File: src/rtl/rnic_lite_reg_slave.sv
// AXI4-Lite register slave: NUM_RW_REGS RW config registers exposed as a flat bus,
// plus four RO 16-bit status counters mapped directly above the RW region.
module rnic_lite_reg_slave #(
  parameter int unsigned C_S_AXI_LITE_ADDR_WIDTH = 32,
  parameter int unsigned C_S_AXI_LITE_DATA_WIDTH = 32,
  parameter int unsigned NUM_RW_REGS             = 16,
  parameter logic [31:0] BASE_ADDR               = 32'h0002_0000
) (
  input  logic                                             s_axi_lite_aclk,
  input  logic                                             s_axi_lite_arst,
  input  logic [C_S_AXI_LITE_ADDR_WIDTH-1:0]               s_axi_lite_awaddr,
  input  logic                                             s_axi_lite_awvalid,
  output logic                                             s_axi_lite_awready,
  input  logic [C_S_AXI_LITE_DATA_WIDTH-1:0]               s_axi_lite_wdata,
  input  logic [C_S_AXI_LITE_DATA_WIDTH/8-1:0]             s_axi_lite_wstrb,
  input  logic                                             s_axi_lite_wvalid,
  output logic                                             s_axi_lite_wready,
  output logic [1:0]                                       s_axi_lite_bresp,
  output logic                                             s_axi_lite_bvalid,
  input  logic                                             s_axi_lite_bready,
  input  logic [C_S_AXI_LITE_ADDR_WIDTH-1:0]               s_axi_lite_araddr,
  input  logic                                             s_axi_lite_arvalid,
  output logic                                             s_axi_lite_arready,
  output logic [C_S_AXI_LITE_DATA_WIDTH-1:0]               s_axi_lite_rdata,
  output logic [1:0]                                       s_axi_lite_rresp,
  output logic                                             s_axi_lite_rvalid,
  input  logic                                             s_axi_lite_rready,
  input  logic [15:0]                                      num_send_pkt_rcvd,
  input  logic [15:0]                                      num_rd_resp_pkt_rcvd,
  input  logic [15:0]                                      num_rdma_rd_wr_wqe,
  input  logic [15:0]                                      num_ack_rcvd,
  output logic [C_S_AXI_LITE_DATA_WIDTH*NUM_RW_REGS-1:0]   reg_out,
  output logic [NUM_RW_REGS-1:0]                           reg_wr_pulse
);

  localparam int unsigned AddrW = C_S_AXI_LITE_ADDR_WIDTH;
  localparam int unsigned DataW = C_S_AXI_LITE_DATA_WIDTH;
  localparam int unsigned StrbW = DataW / 8;
  localparam int unsigned IdxW  = (NUM_RW_REGS > 1) ? $clog2(NUM_RW_REGS) : 1;
  localparam logic [AddrW-1:0] Base   = AddrW'(BASE_ADDR);
  localparam logic [AddrW-1:0] NumRw  = AddrW'(NUM_RW_REGS);
  localparam logic [AddrW-1:0] NumAll = AddrW'(NUM_RW_REGS + 4);
  localparam logic [1:0] RespOkay   = 2'b00;
  localparam logic [1:0] RespSlvErr = 2'b10;
  localparam logic [1:0] RespDecErr = 2'b11;

  typedef enum logic [1:0] {WR_IDLE, WR_HAVE_ADDR, WR_HAVE_DATA, WR_RESP} wr_state_e;
  typedef enum logic {RD_IDLE, RD_RESP} rd_state_e;

  wr_state_e          r_wr_state, w_wr_state_nxt;
  rd_state_e          r_rd_state, w_rd_state_nxt;
  logic [DataW-1:0]   r_regs [NUM_RW_REGS];
  logic [NUM_RW_REGS-1:0] r_wr_pulse;
  logic [AddrW-1:0]   r_awaddr;
  logic [DataW-1:0]   r_wdata;
  logic [StrbW-1:0]   r_wstrb;
  logic [1:0]         r_bresp;
  logic [DataW-1:0]   r_rdata;
  logic [1:0]         r_rresp;

  logic               w_commit;
  logic [AddrW-1:0]   w_wr_addr, w_wr_idx, w_rd_idx;
  logic [DataW-1:0]   w_wr_data, w_rd_data;
  logic [StrbW-1:0]   w_wr_strb;
  logic [1:0]         w_wr_resp, w_rd_resp;

  // Write FSM
  always_ff @(posedge s_axi_lite_aclk or posedge s_axi_lite_arst) begin
    if (s_axi_lite_arst) r_wr_state <= WR_IDLE;
    else                 r_wr_state <= w_wr_state_nxt;
  end

  always_comb begin
    w_wr_state_nxt     = r_wr_state;
    s_axi_lite_awready = 1'b0;
    s_axi_lite_wready  = 1'b0;
    w_commit           = 1'b0;
    unique case (r_wr_state)
      WR_IDLE: begin
        s_axi_lite_awready = 1'b1;
        s_axi_lite_wready  = 1'b1;
        if (s_axi_lite_awvalid && s_axi_lite_wvalid) begin
          w_commit       = 1'b1;
          w_wr_state_nxt = WR_RESP;
        end else if (s_axi_lite_awvalid) begin
          w_wr_state_nxt = WR_HAVE_ADDR;
        end else if (s_axi_lite_wvalid) begin
          w_wr_state_nxt = WR_HAVE_DATA;
        end
      end
      WR_HAVE_ADDR: begin
        s_axi_lite_wready = 1'b1;
        if (s_axi_lite_wvalid) begin
          w_commit       = 1'b1;
          w_wr_state_nxt = WR_RESP;
        end
      end
      WR_HAVE_DATA: begin
        s_axi_lite_awready = 1'b1;
        if (s_axi_lite_awvalid) begin
          w_commit       = 1'b1;
          w_wr_state_nxt = WR_RESP;
        end
      end
      WR_RESP: begin
        if (s_axi_lite_bready) w_wr_state_nxt = WR_IDLE;
      end
    endcase
  end

  // The second handshake supplies one half live; the other half comes from the capture regs.
  assign w_wr_addr = (r_wr_state == WR_HAVE_ADDR) ? r_awaddr : s_axi_lite_awaddr;
  assign w_wr_data = (r_wr_state == WR_HAVE_DATA) ? r_wdata : s_axi_lite_wdata;
  assign w_wr_strb = (r_wr_state == WR_HAVE_DATA) ? r_wstrb : s_axi_lite_wstrb;
  assign w_wr_idx  = (w_wr_addr - Base) >> 2;

  always_comb begin
    w_wr_resp = RespOkay;
    if (w_wr_addr < Base || w_wr_idx >= NumAll) w_wr_resp = RespDecErr;
    else if (w_wr_idx >= NumRw)                 w_wr_resp = RespSlvErr;
  end

  always_ff @(posedge s_axi_lite_aclk or posedge s_axi_lite_arst) begin
    if (s_axi_lite_arst) begin
      r_awaddr   <= '0;
      r_wdata    <= '0;
      r_wstrb    <= '0;
      r_bresp    <= RespOkay;
      r_wr_pulse <= '0;
      r_regs     <= '{default: '0};
    end else begin
      r_wr_pulse <= '0;
      if (s_axi_lite_awvalid && s_axi_lite_awready) r_awaddr <= s_axi_lite_awaddr;
      if (s_axi_lite_wvalid && s_axi_lite_wready) begin
        r_wdata <= s_axi_lite_wdata;
        r_wstrb <= s_axi_lite_wstrb;
      end
      if (w_commit) begin
        r_bresp <= w_wr_resp;
        if (w_wr_resp == RespOkay && |w_wr_strb) begin
          r_wr_pulse[w_wr_idx[IdxW-1:0]] <= 1'b1;
          for (int k = 0; k < int'(StrbW); k++) begin
            if (w_wr_strb[k]) r_regs[w_wr_idx[IdxW-1:0]][8*k +: 8] <= w_wr_data[8*k +: 8];
          end
        end
      end
    end
  end

  assign s_axi_lite_bvalid = (r_wr_state == WR_RESP);
  assign s_axi_lite_bresp  = r_bresp;

  // Read FSM
  always_ff @(posedge s_axi_lite_aclk or posedge s_axi_lite_arst) begin
    if (s_axi_lite_arst) r_rd_state <= RD_IDLE;
    else                 r_rd_state <= w_rd_state_nxt;
  end

  always_comb begin
    w_rd_state_nxt     = r_rd_state;
    s_axi_lite_arready = 1'b0;
    unique case (r_rd_state)
      RD_IDLE: begin
        s_axi_lite_arready = 1'b1;
        if (s_axi_lite_arvalid) w_rd_state_nxt = RD_RESP;
      end
      RD_RESP: begin
        if (s_axi_lite_rready) w_rd_state_nxt = RD_IDLE;
      end
    endcase
  end

  assign w_rd_idx = (s_axi_lite_araddr - Base) >> 2;

  always_comb begin
    w_rd_resp = RespOkay;
    w_rd_data = '0;
    if (s_axi_lite_araddr < Base || w_rd_idx >= NumAll) begin
      w_rd_resp = RespDecErr;
    end else if (w_rd_idx >= NumRw) begin
      unique case (2'(w_rd_idx - NumRw))
        2'd0: w_rd_data = DataW'(num_send_pkt_rcvd);
        2'd1: w_rd_data = DataW'(num_rd_resp_pkt_rcvd);
        2'd2: w_rd_data = DataW'(num_rdma_rd_wr_wqe);
        2'd3: w_rd_data = DataW'(num_ack_rcvd);
      endcase
    end else begin
      w_rd_data = r_regs[w_rd_idx[IdxW-1:0]];
    end
  end

  // Sampled before any same-edge write commit lands, so a colliding read sees the old value.
  always_ff @(posedge s_axi_lite_aclk or posedge s_axi_lite_arst) begin
    if (s_axi_lite_arst) begin
      r_rdata <= '0;
      r_rresp <= RespOkay;
    end else if (s_axi_lite_arvalid && s_axi_lite_arready) begin
      r_rdata <= w_rd_data;
      r_rresp <= w_rd_resp;
    end
  end

  assign s_axi_lite_rvalid = (r_rd_state == RD_RESP);
  assign s_axi_lite_rdata  = r_rdata;
  assign s_axi_lite_rresp  = r_rresp;

  always_comb begin
    reg_out = '0;
    for (int i = 0; i < int'(NUM_RW_REGS); i++) reg_out[DataW*i +: DataW] = r_regs[i];
  end
  assign reg_wr_pulse = r_wr_pulse;

endmodule
File: config.mk
export PLATFORM = sky130hd
export DESIGN_NAME = rnic_lite_reg_slave
export DESIGN_NICKNAME = d
export VERILOG_FILES = /design/src/rtl/rnic_lite_reg_slave.sv
export SDC_FILE = /design/constraint.sdc
export NUM_CORES = 1
export LEC_CHECK = 0
export CORE_AREA = 3 3 286 288
export DETAILED_ROUTE_END_ITERATION = 16
export DIE_AREA = 0 0 289 291
export GPL_TIMING_DRIVEN = 0
export PLACE_DENSITY_LB_ADDON = 0.05
export SLEW_MARGIN = 20
export SYNTH_ARGS = -nofsm -noshare
export SYNTH_HDL_FRONTEND = slang
export SYNTH_SLANG_ARGS = --single-unit
File: constraint.sdc
create_clock -name s_axi_lite_aclk -period 57.8 [get_ports s_axi_lite_aclk]
set_input_delay 5.78 -clock s_axi_lite_aclk [delete_from_list [all_inputs] [get_ports s_axi_lite_aclk]]
set_output_delay 5.78 -clock s_axi_lite_aclk [all_outputs]
set_load 0.02 [all_outputs]
Word-level counts from Yosys, hierarchy flattened

Cells that the tools add are included.
W data, S select, Z words.

Output and inout port bits: 569
Logic and storage cells: 124
Input port bits: 171
Flip-flop bits (word level): 635

Reduce and logical (&&, ||, !) cells: 17
$add $sub $neg: 3
Multiplexer cells: 55
Order comparisons: 11
Bitwise logic cells: 3
Equal/unequal tests: 10

Operators with widths:

| kind                     | count |
|---|---|
| $mux W512                | 10 |
| $bwmux W512              | 4 |
| $demux W32 S4            | 4 |
| $mux W32                 | 7 |
| $bmux W32 S4             | 1 |
| $pmux W32 S4             | 1 |
| $ge A30 B5 Y1 const B    | 4 |
| $lt A32 B18 Y1 const B   | 2 |
| $sub A32 B18 Y32 const B | 2 |
| $mux W16                 | 3 |
| $mux W24                 | 1 |
| $mux W2                  | 9 |
| $ge A5 B5 Y1 const B     | 2 |
| $not A4 Y5               | 2 |
| $mux W1                  | 9 |
| $eq A2 B2 Y1 const B     | 4 |
| $mux W8                  | 1 |
| $pmux W2 S4              | 1 |
| $logic_and A1 B1 Y1      | 7 |
| $logic_not A2 Y1         | 3 |
| $lt A4 B5 Y1 const B     | 1 |
| $lt A5 B1 Y1 const B     | 1 |
| $demux W1 S4             | 1 |
| $eq A2 B1 Y1 const B     | 2 |
| other kinds (14)         | 17 |

Longest topological paths before layout

Gate-level depths: netlist (run 1).

Depth in word-level cells: 22
Gate-level depth with buffers: 19
Depth with buffers taken out: 11

Worst setup path after synthesis (run 1)

No wires, ideal clock.

Path kind: input to register
Start point: input port s_axi_lite_awaddr[17]
End point: register r_regs (netlist bit reg_out[380])
Setup slack: 49.789 ns
Arrival time: 7.886 ns
Required time: 57.675 ns
Library setup time: 0.125 ns
Path buffers: 3
Stages: 10
Cell sequence: nor4_2 > o221ai_2 > or3_1 > a41o_1 > a31o_1 > buf_6 > buf_8 > buf_12 > nand4_4 > mux2_2

Word-level cells in the longest chain between the ends: 8
Elaborated cells between the ends (all ways): 11
Those cells by class: 1 x add/sub; 3 x order compare; 3 x mux; 4 x reduce/logical

RTL lines:

| what                                          | line     | RTL |
|---|---|---|
| start: declaration                            | 11       | `input logic [C_S_AXI_LITE_ADDR_WIDTH-1:0] s_axi_lite_awaddr,` |
| $mux W32 (*)                                  | 112      | `assign w_wr_addr = (r_wr_state == WR_HAVE_ADDR) ? r_awaddr : s_axi_lite_awaddr;` |
| $sub A32 B18 Y32                              | 115      | `assign w_wr_idx = (w_wr_addr - Base) >> 2;` |
| $ge A30 B5 Y1 (on tied branches)              | 120, 119 |  |
| $mux W2 or $logic_or A1 B1 Y1 (tied branches) | 120, 119 |  |
| $mux W2 (*)                                   | 119      | `if (w_wr_addr < Base \|\| w_wr_idx >= NumAll) w_wr_resp = RespDecErr;` |
| $logic_not A2 Y1 (*)                          | 140      | `if (w_wr_resp == RespOkay && \|w_wr_strb) begin` |
| $logic_and A1 B1 Y1 (*)                       | 140      |  |
| $reduce_and A2 Y1 (no source line) (*)        | n/a      |  |
| end signal: indexed assignment                | 143      | `if (w_wr_strb[k]) r_regs[w_wr_idx[IdxW-1:0]][8*k +: 8] <= w_wr_data[8*k +: 8];` |
| end: declaration                              | 52       | `logic [DataW-1:0] r_regs [NUM_RW_REGS];` |

Mark *: on every way between the ends. The rest lies on a longest branch, timed or not.
A chain may end at the register's enable or synchronous reset.

Final worst setup path (run 1)

Start point: input port s_axi_lite_araddr[27]
End point: register r_rdata[19], in the netlist s_axi_lite_rdata[19]

Word-level cells in the longest chain between the ends: 4
Elaborated cells between the ends (all ways): 7
Those cells by class: 1 x add/sub; 3 x order compare; 2 x mux; 1 x reduce/logical

RTL lines:

| what                                           | line     | RTL |
|---|---|---|
| start: declaration                             | 21       | `input logic [C_S_AXI_LITE_ADDR_WIDTH-1:0] s_axi_lite_araddr,` |
| $sub A32 B18 Y32                               | 173      | `assign w_rd_idx = (s_axi_lite_araddr - Base) >> 2;` |
| $ge A30 B5 Y1 (on tied branches)               | 180, 178 |  |
| $mux W32 or $logic_or A1 B1 Y1 (tied branches) | 180, 178 |  |
| $mux W32 (*)                                   | 178      | `if (s_axi_lite_araddr < Base \|\| w_rd_idx >= NumAll) begin` |
| end signal: assignment                         | 198      | `r_rdata <= w_rd_data;` |
| end: declaration                               | 58       | `logic [DataW-1:0] r_rdata;` |

Marked as above.

==> results.ini, run 1 <==
[min_path]
hold_depth = 2
hold_path_class = reg -> reg
min_to = s_axi_lite_rdata[30]
hp-start = s_axi_lite_rdata[30]

[drt]
drc_errors = 0
dr_wl_met2_um = 63400
vias_per_cell = 5.55
vias = 21800
wl_met3_um = 9080
drt_iter0_drc = 1337
drt-total-wl_um = 124000
wl_per_cell_um = 31.5
wl_met1_um = 47400
ant_nets = 0
top_layer = met5
drt-pass1-iter-count = 5

[cells_and_area]
nets = 2997
drive_above_1_share_pct = 35.4
final_util_pct = 54.3
instances_no_fill = 3929
area_growth_pct = 35.7
final_area_mm2 = 0.0430

[clocking]
clock_sinks = 632
clk_latency_ns = 0.62
clk_pin_slew_worst_paths_ns = 0.05
cts_tree = built
numCtsBuffers = 74
cts_setup_buffers = 0
ctsHtreeMaxLevel = 3
cts_root_buf = clkbuf_16
cts_buffer_depth = 3
post_cts_resized = 0
holdBufCountCts = 0

[setup_path]
path_class = in -> reg
crit_fanout = 10
timing.critical_path.arrival_ns = 9.56
crit_family = simple AND/OR/NAND/NOR gates
r2r_slack_ns = 53.06
r2r-end = reg_out[201]
rr_startpoint = r_wr_state[1]
path_cells = clkdlybuf4s50_1 -> or4_1 -> nor4_1 -> o2111ai_1 -> a21oi_1 -> nand4_1 -> clkbuf_1 -> o21ai_0
worst_setup_path_start_kind = input port
end_kind = flip-flop
cpMaxStageDelayCell = nor4_1
critPathMaxStageDelay_ns = 0.69
ff2ff_path_depth = 18
worst-path-buf-inv = 2
cp.required_ns = 58.32
crit_cells = 8

[synthesis]
seq_area_frac_synth_pct = 50.0
synth.most_common_cell = dfrtp_1
ys_warn_count = 0
synthArstFlopShare_pct = 100
ys_dominant_reg_cell = dfrtp_1
ys_ff_latch = 632
synth_top_area_share_pct = 50.0
ys_top_cells_by_count = dfrtp_1 (632), mux2_2 (394), mux2_4 (204)
syn_inst = 2004
avgSynthCellArea_um2 = 15.8
synth_area_mm2 = 0.0317
synth_fp_nets = 2182
ys_types = 63
synth.area.top_cells = dfrtp_1 (50%), mux2_2 (14%), mux4_2 (13%), mux2_4 (9.7%), nand4_4 (4.0%)
synth_edf_count = 0
yosysTopAreaCell = dfrtp_1

[placed_design]
gp_congestion = 0.889
dp_cells = 3793
place_ws_ns = 48.16
portBuffers = 731
placed_cell_area_mm2 = 0.0405
dp_hpwl_um = 94000

[grt]
grt_pass1_wl_um = 176000
grt-ovfl-total = 0
grt_max_degree = 107
grt_usage_pct = 29.0
grt_pass1_vias = 23100
antenna_found_initial = 7

[timing]
worstMarginPinSlew_ns = 1.14
fin_skew_ns = 0.0203
max-slew-margin-rel_pct = 23.7
maxSlewViolCount = 0
layout_setup_ws_ns = 48.77
period_needed_ns = 9.03
tns_ns = 0
finalSetupViolations = 0
hold_viol_final = 0
fin_crit_sh_pct = 15.6
max_freq_mhz = 111
rsz0062_at_grt = false

[die]
dieArea_mm2 = 0.0841
rows = 103
fp.dieW_um = 289
fp.dieH_um = 291
start_util_pct = 40.0
core_area_mm2 = 0.0791
io-pin-count = 740

[flow_run]
cap_violations = 0

[power]
cellLeakagePower_nw = 19.6
power.density_mw_per_mm2 = 28.8
vdd_drop_max_v = 0.0000196

[run_status]
status = finished, final reports clean

cell type report:
| cell class | instances | area (µm²) |
|---|---|---|
| fillers | 6589 | 36200 |
| flip-flops and latches | 632 | 15800 |
| multi-input cells | 1221 | 15000 |
| repair buffers | 739 | 7520 |
| clock buffers | 112 | 2170 |
| well taps | 1050 | 1310 |
| plain buffers | 123 | 746 |
| clock inverters | 19 | 262 |
| inverters | 28 | 113 |
| diodes | 5 | 12.5 |
power breakdown:
| part | leakage (nW) | switching (mW) | internal (mW) |
|---|---|---|---|
| clock | 1.19 | 0.191 | 0.281 |
| sequential | 8.67 | 0.0161 | 0.468 |
| combinational | 9.76 | 0.177 | 0.102 |
cell usage in the layout, fill, tap and decap left out, types with 31 or more instances in the layout:
master           netlist  layout
clkbuf_1              74      93
mux2_4               204     204
mux2_2               394     394
nor2_1               108     108
clkdlybuf4s50_1        0     731
dfrtp_1              632     632
nor3_1                31      31
clkbuf_16              0      76
nand2_1               61      61
mux4_2               176     176
nand4_4               60      60
per-stage QoR:
step / total power [mW] / hold WS [ns]
finish: 1.24 / 0.475
global route: 1.29 / 0.508
CTS: 1.25 / 0.481
detailed placement: 0.772 / 0.469
global placement: 0.762 / 0.464
floorplan: 0.682 / 0.470
per-layer routing:
layer  up-vias  GRT usage (%)
met4         4           8.62
met3       161           7.69
met2       743           51.0
met5         -              0
li1       9203              -
met1     11700           34.8
cell families after synthesis:
logic type | synth area share, %
AO/OA/AOI/OAI | 1.61
XOR/XNOR | 0.138
buffers and inverters | 2.64
AND/OR/NAND/NOR | 8.24
adder cells (fa/ha/maj) | 0.277
multiplexers | 37.1
flip-flops | 50.0
tightest hold or removal path, cell delays in order, from the launching register on:
cell and delay [ns]:
dfrtp_1 0.34, nand2_1 0.04, o21ai_0 0.06
how the worst max path moves through the flow:
stage / endpoint / slack [ns] / start
global placement: reg_out[468] / 26.85 / s_axi_lite_arst
finish: s_axi_lite_rdata[19] / 48.77 / s_axi_lite_araddr[27]
detailed placement: s_axi_lite_rdata[19] / 48.16 / s_axi_lite_araddr[27]
global route: s_axi_lite_rdata[31] / 48.61 / s_axi_lite_araddr[27]
floorplan: r_awaddr[10] / 34.32 / s_axi_lite_arst
CTS: s_axi_lite_wready / 48.74 / r_wr_state[1]
registers in the layout (all words and copies together), names as in the netlist:
signal	cells
r_wdata	32
s_axi_lite_rdata	32
r_awaddr	30
s_axi_lite_bresp	2
s_axi_lite_rresp	1
r_wstrb	4
r_wr_state	2
s_axi_lite_rvalid	1
reg_out	512
reg_wr_pulse	16
Power figures use the tool's default switching activity.
==> run 2, diff against run 1 <==
==> constraint.sdc (replaced) <==
create_clock -name s_axi_lite_aclk -period 7.64 [get_ports s_axi_lite_aclk]
set_input_delay 0.764 -clock s_axi_lite_aclk [delete_from_list [all_inputs] [get_ports s_axi_lite_aclk]]
set_output_delay 0.764 -clock s_axi_lite_aclk [all_outputs]
set_load 0.02 [all_outputs]
==> run 2 against run 1 <==
Worst hold slack improved by 0.00094 ns. Cell area increased by 0.68%. Sequential share of layout area is 0.25 points lower. Clock skew up 0.0045 ns. Highest routed layer is now met4. Register-to-register slack worse by 50 ns. Final cell count is 0.33% higher. Via count up 0.11%. Combinational power increased to 7.6 times the previous value. Clock power rose to 7.5 times the previous value.
==> results.ini, run 2 (synthesis gave the netlist of run 1 again) <==
[run_status]
status = finished, final reports clean

[drt]
ant_nets = 0  ; unchanged
wl_met3_um = 9370  ; +3.3%
top_layer = met4
wl_per_cell_um = 31.1  ; -1.1%
vias_per_cell = 5.54  ; -0.22%
drt-total-wl_um = 123000  ; -0.75%
drc_errors = 0  ; unchanged
drt_iter0_drc = 1106  ; -17%
dr_wl_met2_um = 62600  ; -1.3%
drt-pass1-iter-count = 7  ; +2
wl_met1_um = 46400  ; -2.1%
vias = 21800  ; +0.11%

[clocking]
ctsHtreeMaxLevel = 3  ; unchanged
cts_tree = built
clk_pin_slew_worst_paths_ns = 0.06  ; about the same
numCtsBuffers = 74  ; unchanged
clk_latency_ns = 0.61  ; about the same
cts_root_buf = clkbuf_16
cts_buffer_depth = 3  ; unchanged
post_cts_resized = 0  ; unchanged
cts_setup_buffers = 0  ; unchanged
holdBufCountCts = 0  ; unchanged
clock_sinks = 632  ; unchanged

[power]
cellLeakagePower_nw = 19.8  ; +0.74%
power.density_mw_per_mm2 = 216  ; +650%
finalPower_mw = 9.35  ; +660%
vdd_drop_max_v = 0.000171  ; +770%

[cells_and_area]
n_fill_cell = 6577  ; -0.18%
area_growth_pct = 36.6
layout_common_cells = clkdlybuf4s50_1 (731), dfrtp_1 (632), mux2_2 (394)
nets = 3011  ; +0.47%
largest_register_ffs = 512  ; unchanged
mostFrequentLayoutCell = clkdlybuf4s50_1
drive_above_1_share_pct = 36.0  ; +0.60 points

[setup_path]
crit_fanout = 10  ; unchanged
path_cells = inv_1 -> ha_1 -> buf_6 -> buf_12 -> buf_8 -> buf_4 -> clkbuf_1 -> mux2i_1 -> ha_1 -> nor2b_1 -> xnor2_1 -> o221a_1 -> a21oi_1 -> and2_1 -> buf_6 -> buf_4 -> nand4_4 -> mux2_4
path_class = reg -> reg
cpMaxStageDelayCell = clkbuf_1
timing.critical_path.arrival_ns = 5.11  ; -4.45 ns
end_kind = flip-flop
worst-path-buf-inv = 8  ; +6
critPathMaxStageDelay_ns = 0.44  ; -0.25 ns
crit_family = buffers and inverters
worst_setup_path_start_kind = flip-flop
cp.required_ns = 8.12  ; -50.20 ns

[timing]
max-slew-margin-rel_pct = 25.5  ; +1.8 points
worstMarginPinSlew_ns = 1.12  ; -0.0276 ns
period_needed_ns = 4.63
maxSlewViolCount = 0  ; unchanged
max_freq_mhz = 216
finalSetupViolations = 0  ; unchanged
tns_ns = 0  ; unchanged
fin_skew_ns = 0.0248  ; +0.00454 ns
fin_crit_sh_pct = 60.6
hold_viol_final = 0  ; unchanged
rsz0062_at_grt = false

[die]
rows = 103  ; unchanged
dieArea_mm2 = 0.0841  ; unchanged
fp.dieH_um = 291  ; unchanged
io-pin-count = 740  ; unchanged
core_area_mm2 = 0.0791  ; unchanged
start_util_pct = 40.0  ; unchanged
fp.dieW_um = 289  ; unchanged

[placed_design]
gp_congestion = 0.949  ; +6.7%
portBuffers = 731  ; unchanged
dp_hpwl_um = 94500  ; +0.60%

[grt]
antenna_found_initial = 6  ; -1
grt_pass1_vias = 23300  ; +1.1%
grt_usage_pct = 28.8  ; -0.26 points
grt_pass1_wl_um = 175000  ; -0.69%
grt_max_degree = 35  ; -67%
grt-ovfl-total = 0  ; unchanged

[min_path]
hold_path_class = in -> async

[flow_run]
cap_violations = 0  ; unchanged

[run 2: cell types whose count changed in the layout (fill, tap and decap cells not counted), sizes merged]
cell	before	now
clkinvlp	0	2
buf	56	71
inv	30	29
bufinv	5	2
[run 2: per-stage QoR]
stage | instances | setup slack, ns | instance area, µm² | hold WS (ns) | utilization, %
global placement | 3785 | -5.79 | 40300 | 0.464 | 50.9
CTS | 3937 | 2.98 | 43200 | 0.450 | 54.6
finish | 3942 | 3.01 | 43200 | 0.476 | 54.7
detailed placement | 3807 | 3.00 | 40800 | 0.466 | 51.5
global route | 3940 | 2.78 | 43200 | 0.470 | 54.6
floorplan | 2004 | -1.75 | 31700 | 0.470 | -
[run 2: area by class of cell]
type / count / area, µm² / share of cell area, %
sequential: 632 / 15800 / 36.6
multi-input combinational: 1221 / 15000 / 34.7
timing repair buffer: 753 / 7790 / 18.0
clock buffer: 113 / 2270 / 5.25
tap: 1050 / 1310 / 3.04
buffer: 123 / 747 / 1.73
clock inverter: 17 / 179 / 0.414
inverter: 28 / 109 / 0.252
antenna: 5 / 12.5 / 0.0289
[run 2: path summary, 6_finish.rpt]
path | startpoint | to | slack [ns] | cells after the start
max in group asynchronous | s_axi_lite_arst | reg_out[434] | 5.44 | 8
worst max-delay path | r_wr_state[1] | reg_out[209] | 3.01 | 18
worst max register to register | r_wr_state[1] | reg_out[209] | 3.01 | 18
worst min register to register | s_axi_lite_rdata[1] | s_axi_lite_rdata[1] | 0.48 | 2
min in group s_axi_lite_aclk | s_axi_lite_rdata[1] | s_axi_lite_rdata[1] | 0.48 | 2
worst min-delay path | s_axi_lite_arst | r_wdata[6] | 0.48 | 2
[run 2: power breakdown]
part	internal (mW)	switching [mW]	total, mW
logic	0.789	1.34	2.13
clock network	2.12	1.44	3.56
registers	3.54	0.121	3.66
total	6.45	2.90	9.35
[run 2: metal layers]
layer  track usage (%)  up-vias
met5                 0        -
met4              9.33        0
met2              50.1      765
met3              8.18      164
li1                  -     9244
met1              34.2    11700
==> run 3, diff against run 2 <==
==> constraint.sdc (replaced) <==
create_clock -name s_axi_lite_aclk -period 4.1 [get_ports s_axi_lite_aclk]
set_input_delay 0.41 -clock s_axi_lite_aclk [delete_from_list [all_inputs] [get_ports s_axi_lite_aclk]]
set_output_delay 0.41 -clock s_axi_lite_aclk [all_outputs]
set_load 0.02 [all_outputs]
==> run 3 against run 2 <==
Clock skew increased by 0.00063 ns. Count of clock-buffer cells in the layout unchanged. Worst hold slack got worse by 0.36 ns. Maximum frequency increased by 17%. Utilization increased by 1.1 points. Critical path depth unchanged. Flip-flop and latch count unchanged. Largest power group unchanged. Highest routed layer unchanged.
==> results.ini, run 3 (synthesis gave the netlist of run 1 again) <==
[placed_design]
portBuffers = 731  ; unchanged
place_ws_ns = -0.542  ; -3.54 ns
dp_hpwl_um = 94500  ; unchanged
gp_congestion = 0.949  ; unchanged

[die]
start_util_pct = 40.0  ; unchanged
core_area_mm2 = 0.0791  ; unchanged
io-pin-count = 740  ; unchanged
rows = 103  ; unchanged
fp.dieH_um = 291  ; unchanged
dieArea_mm2 = 0.0841  ; unchanged
fp.dieW_um = 289  ; unchanged

[setup_path]
cpMaxStageDelayCell = dfrtp_1
crit_family = buffers and inverters
path_class = reg -> reg
r2r_slack_ns = 0.13  ; -2.88 ns
path_cells = inv_1 -> ha_1 -> buf_6 -> buf_12 -> buf_8 -> buf_8 -> mux2i_2 -> ha_2 -> nand2_1 -> nor4_2 -> a41o_1 -> a31o_1 -> buf_6 -> buf_8 -> buf_6 -> nand4_4 -> buf_12 -> mux2_4
timing.critical_path.arrival_ns = 4.45  ; -0.66 ns
critPathMaxStageDelay_ns = 0.40  ; -0.04 ns
crit_fanout = 19  ; +9
cp.required_ns = 4.58  ; -3.54 ns
crit_cells = 18  ; unchanged
end_kind = flip-flop
worst_setup_path_start_kind = flip-flop
worst-path-buf-inv = 9  ; +1
ff2ff_path_depth = 18  ; unchanged

[grt]
antenna_found_initial = 6  ; unchanged
grt_max_degree = 35  ; unchanged
grt_usage_pct = 28.9  ; +0.074 points
grt_pass1_vias = 23500  ; +0.73%
grt-ovfl-total = 0  ; unchanged
grt_pass1_wl_um = 175000  ; +0.41%

[drt]
drt-pass1-iter-count = 6  ; -1
drt_iter0_drc = 1116  ; +0.90%
drc_errors = 0  ; unchanged
vias = 22000  ; +0.77%
ant_nets = 0  ; unchanged
wl_per_cell_um = 30.9  ; -0.63%
vias_per_cell = 5.52  ; -0.27%
drt-total-wl_um = 123000  ; +0.40%

[timing]
finalSetupViolations = 0  ; unchanged
layout_setup_ws_ns = 0.131  ; -2.88 ns
hold_slack_ns = 0.119  ; -0.356 ns
max-slew-margin-rel_pct = 24.4  ; -1.1 points
worstMarginPinSlew_ns = 1.13  ; +0.0172 ns
maxSlewViolCount = 0  ; unchanged
rsz0062_at_grt = true
hold_viol_final = 0  ; unchanged
max_freq_mhz = 252  ; +17%
period_needed_ns = 3.97  ; -0.663 ns
fin_skew_ns = 0.0254  ; +0.000633 ns
fin_crit_sh_pct = 96.8  ; +36 points

[cells_and_area]
layout_common_cells = clkdlybuf4s50_1 (731), dfrtp_1 (632), mux2_2 (394)
nets = 3052  ; +1.4%
drive_above_1_share_pct = 37.1  ; +1.1 points
mostFrequentLayoutCell = clkdlybuf4s50_1
largest_register_ffs = 512  ; unchanged
area_growth_pct = 39.4

[clocking]
cts_buffer_depth = 3  ; unchanged
cts_tree = built
clk_latency_ns = 0.62  ; about the same
holdBufCountCts = 0  ; unchanged
clock_sinks = 632  ; unchanged
ctsHtreeMaxLevel = 3  ; unchanged
numCtsBuffers = 74  ; unchanged
clk_pin_slew_worst_paths_ns = 0.06  ; about the same
cts_root_buf = clkbuf_16

[power]
vdd_drop_max_v = 0.000321  ; +87%
power.density_mw_per_mm2 = 396  ; +83%
cellLeakagePower_nw = 20.2  ; +2.3%

[run_status]
status = finished, final reports clean

[flow_run]
cap_violations = 0  ; unchanged

[min_path]
hold_path_class = in -> async

==> run 3: worst paths after layout <==
kind | end | start
worst max-delay path | reg_out[495] | r_wr_state[1]
worst min-delay path | r_wdata[6] | s_axi_lite_arst
worst max register to register | reg_out[495] | r_wr_state[1]
worst min register to register | s_axi_lite_rdata[21] | s_axi_lite_rdata[21]
max in group asynchronous | reg_out[146] | s_axi_lite_arst
min in group s_axi_lite_aclk | s_axi_lite_rvalid | s_axi_lite_rready
==> run 3: where the power goes <==
group	switching (mW)	internal (mW)
Sequential	0.226	6.59
Clock	2.68	3.95
Combinational	2.53	1.50
==> run 3: per-layer routing <==
layer  wire length [µm]  share of wire, %  track usage (%)
met1              46500                38             34.2
met3               9290               7.5             8.18
met5                  0                 0                0
met4               4520               3.7             9.44
met2              62800                51             50.3
==> run 3: layout make-up <==
class | instances | area, µm²
tap | 1050 | 1310
timing repair buffer | 795 | 8610
antenna | 5 | 12.5
inverter | 28 | 109
clock buffer | 113 | 2270
buffer | 122 | 773
clock inverter | 17 | 179
multi-input combinational | 1221 | 15000
fill | 6494 | 35000
sequential | 632 | 15800
==> run 3: through the flow <==
stage               power [mW]  cells  cell area (µm²)  setup TNS (ns)  util (%)
floorplan                 9.62   2004            31700        -3122.60         -
global placement          10.7   3785            40300        -5776.94      50.9
detailed placement        10.9   3807            40800         -224.78      51.5
CTS                       17.6   3967            43900          -0.103      55.4
global route              18.2   3981            44100          -10.05      55.8
finish                    17.5   3983            44100               0      55.8
==> run 3: timing repair <==
| item | 4_1_cts | 5_1_grt |
|---|---|---|
| pin swaps | 32 | 12 |
| endpoints found under the setup margin | 529 | 514 |
| resized for setup | 3 | 12 |
| buffers inserted | 31 | 11 |
